==> config.mk <==
export PLATFORM = sky130hd
export DESIGN_NAME = pc_next_unit
export DESIGN_NICKNAME = d
export VERILOG_FILES = /design/src/rtl/pc_next_unit.sv
export SDC_FILE = /design/constraint.sdc
export NUM_CORES = 1
export LEC_CHECK = 0
export BUFFER_PORTS_ARGS = -buffer_cell sky130_fd_sc_hd__clkbuf_2
export CAP_MARGIN = 20
export CORE_AREA = 10 10 135 137
export DETAILED_ROUTE_END_ITERATION = 16
export DIE_AREA = 0 0 145 147
export GPL_TIMING_DRIVEN = 0
export PLACE_DENSITY = 0.87
export SLEW_MARGIN = 40
export SYNTH_ARGS = -nofsm -noshare
export SYNTH_HDL_FRONTEND = slang
export SYNTH_SLANG_ARGS = --single-unit
==> constraint.sdc <==
create_clock -name clk -period 6.2 [get_ports clk]
set_input_delay 0.62 -clock clk [delete_from_list [all_inputs] [get_ports clk]]
set_output_delay 0.62 -clock clk [all_outputs]
set_load 0.05 [all_outputs]
==> src/rtl/pc_next_unit.sv <==
// pc_next_unit
// ------------
// Program-counter stage. Holds the architectural PC and computes three
// values from it: the sequential successor (PC+4), the branch/JAL target
// (PC+imm) and the JALR target ((rs1+imm) with bit 0 cleared). It then
// registers the next PC using a fixed redirect priority:
//   trap > stall > aligned redirect > misaligned redirect (hold) > PC+4
// It also keeps a sticky misaligned-target flag together with the first
// offending address, and counts the cycles on which the PC register loaded.
//
// Ports:
//   clk              rising-edge clock
//   rst_n            synchronous active-low reset
//   stall_i          hold the PC (a trap still overrides it)
//   branch_taken_i   conditional branch resolved taken (target PC+imm)
//   jal_i            JAL redirect (target PC+imm)
//   jalr_i           JALR redirect (target (rs1+imm) & ~1), wins over jal/branch
//   trap_i           trap redirect to trap_vec_i, highest priority
//   imm_i            sign-extended immediate
//   rs1_i            rs1 operand for JALR
//   trap_vec_i       trap handler address
//   pc_o             current PC (registered)
//   pc_plus4_o       pc_o + 4, combinational link value
//   target_o         selected redirect target, combinational
//   misalign_o       sticky misaligned-target flag
//   misalign_addr_o  first misaligned target seen since the last trap/reset
//   adv_cnt_o        number of edges on which the PC register loaded
module pc_next_unit #(
  parameter int              XLEN         = 32,
  parameter logic [XLEN-1:0] RESET_VECTOR = '0,
  parameter int              ALIGN_C      = 0,
  parameter int              CNT_W        = 32
) (
  input  logic             clk,
  input  logic             rst_n,
  input  logic             stall_i,
  input  logic             branch_taken_i,
  input  logic             jal_i,
  input  logic             jalr_i,
  input  logic             trap_i,
  input  logic [XLEN-1:0]  imm_i,
  input  logic [XLEN-1:0]  rs1_i,
  input  logic [XLEN-1:0]  trap_vec_i,
  output logic [XLEN-1:0]  pc_o,
  output logic [XLEN-1:0]  pc_plus4_o,
  output logic [XLEN-1:0]  target_o,
  output logic             misalign_o,
  output logic [XLEN-1:0]  misalign_addr_o,
  output logic [CNT_W-1:0] adv_cnt_o
);

  localparam logic [XLEN-1:0]  PC_STEP  = XLEN'(4);
  localparam logic [XLEN-1:0]  LSB_MASK = ~(XLEN'(1));
  localparam logic [CNT_W-1:0] CNT_ONE  = CNT_W'(1);

  // Architectural state
  logic [XLEN-1:0]  pc_q;
  logic             mis_q;
  logic [XLEN-1:0]  mis_addr_q;
  logic [CNT_W-1:0] cnt_q;

  // Next-state values
  logic [XLEN-1:0]  pc_d;
  logic             mis_d;
  logic [XLEN-1:0]  mis_addr_d;
  logic             pc_load;

  // Datapath
  logic [XLEN-1:0]  seq_pc;
  logic [XLEN-1:0]  br_tgt;
  logic [XLEN-1:0]  jr_sum;
  logic [XLEN-1:0]  jr_tgt;
  logic [XLEN-1:0]  tgt;
  logic             redirect;
  logic             tgt_mis;

  // All adds wrap modulo 2^XLEN; carries are discarded on purpose.
  assign seq_pc = pc_q + PC_STEP;
  assign br_tgt = pc_q + imm_i;
  assign jr_sum = rs1_i + imm_i;
  assign jr_tgt = jr_sum & LSB_MASK;

  assign tgt      = jalr_i ? jr_tgt : br_tgt;
  assign redirect = jalr_i | jal_i | branch_taken_i;

  // Alignment check. With compressed instructions every target is
  // already even (JALR clears bit 0, immediates are even), so nothing
  // can fault. Without them bit 1 of the target must be clear.
  generate
    if (ALIGN_C == 0) begin : g_align4
      assign tgt_mis = tgt[1];
    end else begin : g_align2
      assign tgt_mis = 1'b0;
    end
  endgenerate

  // Next-PC selection in priority order.
  always_comb begin
    pc_d       = pc_q;
    mis_d      = mis_q;
    mis_addr_d = mis_addr_q;
    pc_load    = 1'b0;

    if (trap_i) begin
      // Trap beats stall and clears the fault record.
      pc_d       = trap_vec_i;
      mis_d      = 1'b0;
      mis_addr_d = '0;
      pc_load    = 1'b1;
    end else if (stall_i) begin
      pc_d = pc_q;
    end else if (redirect) begin
      if (tgt_mis) begin
        // Faulting redirect: PC holds; only the first fault's address
        // is recorded until a trap or reset clears the flag.
        mis_d = 1'b1;
        if (!mis_q) begin
          mis_addr_d = tgt;
        end
      end else begin
        pc_d    = tgt;
        pc_load = 1'b1;
      end
    end else begin
      pc_d    = seq_pc;
      pc_load = 1'b1;
    end
  end

  always_ff @(posedge clk) begin
    if (!rst_n) begin
      pc_q       <= RESET_VECTOR;
      mis_q      <= 1'b0;
      mis_addr_q <= '0;
      cnt_q      <= '0;
    end else begin
      pc_q       <= pc_d;
      mis_q      <= mis_d;
      mis_addr_q <= mis_addr_d;
      if (pc_load) begin
        cnt_q <= cnt_q + CNT_ONE;
      end
    end
  end

  assign pc_o            = pc_q;
  assign pc_plus4_o      = seq_pc;
  assign target_o        = tgt;
  assign misalign_o      = mis_q;
  assign misalign_addr_o = mis_addr_q;
  assign adv_cnt_o       = cnt_q;

endmodule
==> flow_metrics.env <==
export IMPL_synth_mux_area_frac=0.0128
export IMPL_slew_viol_final=0
export IMPL_setup_slack_ns=1.65
export IMPL_postCtsSetupRepairBufs=0
export IMPL_leakagePower_uw=0.00501
export IMPL_cts_buffer_depth=2
export IMPL_ctsHtreeMaxLevel=3
export IMPL_ys_top_cells_by_area="dfxtp_1 (22%), ha_1 (8.9%), xnor2_1 (7.2%), nand2_1 (6.3%), a21oi_1 (6.2%)"
export IMPL_yosysSeqAreaShare=0.220
export IMPL_synth_compound_area_frac=0.270
export IMPL_synthFlopType="dfxtp_1"
export IMPL_cts_resized=0
export IMPL_grt_pass1_vias=10100
export IMPL_area_delta_synth_final_pct=21.1
export IMPL_drt_vias_per_instance=6.16
export IMPL_dp_cells=1690
export IMPL_peakVddDrop_mv=0.178
export IMPL_skew_ns=0.00725
export IMPL_setup_viol=0
export IMPL_fmax_mhz=220
export IMPL_synth_seq_cells=97
export IMPL_dpl_hpwl_um=28800
export IMPL_track_usage=0.317
export IMPL_critical_path_top_delay_family="compound AO/OA/AOI/OAI gates"
export IMPL_synthCells=1212
export IMPL_met3_length_um=4200
export IMPL_cpPeakStageDelay_ns=0.56
export IMPL_ctsHoldBuffers=0
export IMPL_yosysUniqueCellTypes=75
export IMPL_relSlewSlack=0.432
export IMPL_tritoncts="yes"
export IMPL_fp_dieH_um=147
export IMPL_antenna_found_initial=0
export IMPL_synthXorXnorAreaFrac=0.105
export IMPL_hold_class="reg2reg"
export IMPL_synth_fa_ha_area_frac=0.0938
export IMPL_start_util=0.566
export IMPL_cp_cell_sequence="ha_1 -> a211oi_1 -> o21ai_1 -> o211ai_1 -> nor4b_1 -> nor2_1 -> o21ai_0 -> xor2_1 -> a21oi_1 -> clkbuf_2"
export IMPL_yosys_warnings=0
export IMPL_dpl_cell_area_um2=10400
export IMPL_critPathCaptureType="primary output"
export IMPL_drc=0
export IMPL_wl_per_cell_um=20.9
export IMPL_rsz0062_at_grt="false"
export IMPL_powerDensity_nw_per_um2=238
export IMPL_async_reset_ff_frac=0
export IMPL_fin_crit_sh=0.733
export IMPL_dieArea_um2=21300
export IMPL_crit_required_ns=5.58
export IMPL_syn_area_um2=8830
export IMPL_vias=10500
export IMPL_final_hold_violation_count=0
export IMPL_dr_first_iter_drc_count=1042
export IMPL_wl_met2_um=15600
export IMPL_port_buffers=262
export IMPL_fillers=1348
export IMPL_crit_buf_inv=1
export IMPL_insertion_delay_ns=0.36
export IMPL_firstDrtPassIters=6
export IMPL_clock_sinks=97
export IMPL_design_core_area_um2=15600
export IMPL_nets=1653
export IMPL_cts_root_buf="clkbuf_16"
export IMPL_yosysTopAreaCell="dfxtp_1"
export IMPL_grt_pass1_wl_um=55300
export IMPL_synth_top_area_share=0.220
export IMPL_synth_top_family_by_area="compound AO/OA/AOI/OAI gates"
export IMPL_io_pins=264
export IMPL_synthSimpleGateAreaFrac=0.254
export IMPL_numCtsBuffers=9
export IMPL_wl_met1_um=13900
export IMPL_status="complete, no violations"
export IMPL_top_layer="met4"
export IMPL_antenna_cells=0
export IMPL_worstPathArrival_ns=3.93
export IMPL_clkTransAtPathRegs_ns=0.07
export IMPL_rows=46
export IMPL_finalCriticalPeriod_ns=4.55
export IMPL_drive_gt1_frac=0.205
export IMPL_fin_area_um2=10700
export IMPL_final_setup_tns_ns=0
export IMPL_die_w_um=145
export IMPL_critPathKind="reg2out"
export IMPL_hold_ws_ns=0.462
export IMPL_cpMaxStageDelayCell="o21ai_0"
export IMPL_syn_avg_cell_area_um2=7.28
export IMPL_post_place_ws_ns=1.81
export IMPL_grt_max_degree=18
export IMPL_grt_overflow_total=0
export IMPL_worst_pin_slew_ns=0.851
export IMPL_drtAntennaViolNets=0
export IMPL_gp_congestion=1.06
export IMPL_layoutNonFillerInstCount=1706
export IMPL_syn_nets=1380
export IMPL_start_kind="flop"
export IMPL_crit_fanout=5
export IMPL_wirelength_um=35600
export IMPL_max_cap_viol_count=0
export IMPL_synth_edff_count=0
cells in the mapped netlist, drive strengths merged, types with 15 or more instances:
cell type and n:
o211ai 15, a211oi 15, nand3 28, xor2 33, nor3 35, ha 63
and3 21, nor2 114, a21o 37, a21oi 112, dfxtp 97, o21ai 92
xnor2 73, and2 30, inv 34, nand4 15, clkbuf 52, a21boi 15
nand2 148
cells by family after synthesis:
kind of cell | Yosys count
buf+inv | 99
simple gates | 463
fa+ha+maj | 65
compound gates | 371
flops | 97
xor+xnor | 106
mux | 11
cell usage in the layout (no fill, tap or decap), types with 7 or more instances in the layout:
master     Yosys  final
clkbuf_16      0      9
a21oi_1      110    110
or3_1         12     12
nand2b_1      10     10
ha_1          63     63
o21bai_1       8      8
xor2_1        33     33
nor2_1       113    113
a21o_1        36     36
dfxtp_1       97     97
nor3_1        34     34
o211ai_1      14     14
a21boi_0      14     14
o21ai_0       87     87
nand4_1       14     14
a211oi_1      14     14
nand2_1      148    148
nor2b_1       14     14
xnor2_1       73     73
nand3_1       28     28
a31oi_1       13     13
clkbuf_2       1    263
and3_1        21     21
and2_1        30     30
clkbuf_1      51     52
inv_1         34     34
o21a_1        10     10
mux2i_1        9      9
and4_1         7      7
stage by stage:
step	utilization	power (uW)
floorplan	-	1620
global placement	0.667	1970
detailed placement	0.667	1980
CTS	0.685	2510
global route	0.685	2660
finish	0.685	2550
layer usage:
layer	up-vias	GRT usage
met3	126	0.0912
met2	654	0.505
li1	4894	-
met4	0	0.171
met5	-	0
met1	4843	0.379
flip-flops by register name, indices dropped and copies added (netlist names):
name / flops
misalign_addr_o: 32
misalign_o: 1
pc_o: 32
adv_cnt_o: 32
layout make-up:
class,count,area [um2],share of cell area
plain buffers,64,254,0.0238
clock buffers,10,229,0.0214
repair buffers,262,1310,0.123
inverters,35,131,0.0123
flip-flops and latches,97,1940,0.182
clock inverters,6,50.0,0.00468
multi-input cells,1016,6500,0.608
well taps,216,270,0.0253
power breakdown:
part	switching [uW]	total, uW	leakage (uW)	internal (uW)
logic	927	1290	0.00409	363
registers	55.1	711	0.000792	656
clock network	267	545	0.000130	278
worst paths after layout:
path / startpoint / endpoint / slack (ns) / cells past startpoint
min: misalign_addr_o[16]$_SDFFE_PP0P_ / misalign_addr_o[16]$_SDFFE_PP0P_ / 0.46 / 2
min reg2reg: misalign_addr_o[16]$_SDFFE_PP0P_ / misalign_addr_o[16]$_SDFFE_PP0P_ / 0.46 / 2
max reg2reg: pc_o[9]$_SDFFE_PN0P_ / pc_o[18]$_SDFFE_PN0P_ / 2.62 / 11
max: pc_o[1]$_SDFFE_PN0P_ / target_o[21] / 1.65 / 10
worst register-to-register path, stage by stage (launching register included):
cell,delay (ns)
dfxtp_1,0.57
ha_1,0.36
a21o_1,0.26
a21o_1,0.19
a21o_1,0.19
or4b_1,0.54
o21ai_0,0.38
o21ai_1,0.12
xor2_1,0.16
o21ai_1,0.40
a21oi_1,0.13
a21o_1,0.17
Note: power is estimated with default switching activity, not from simulation.
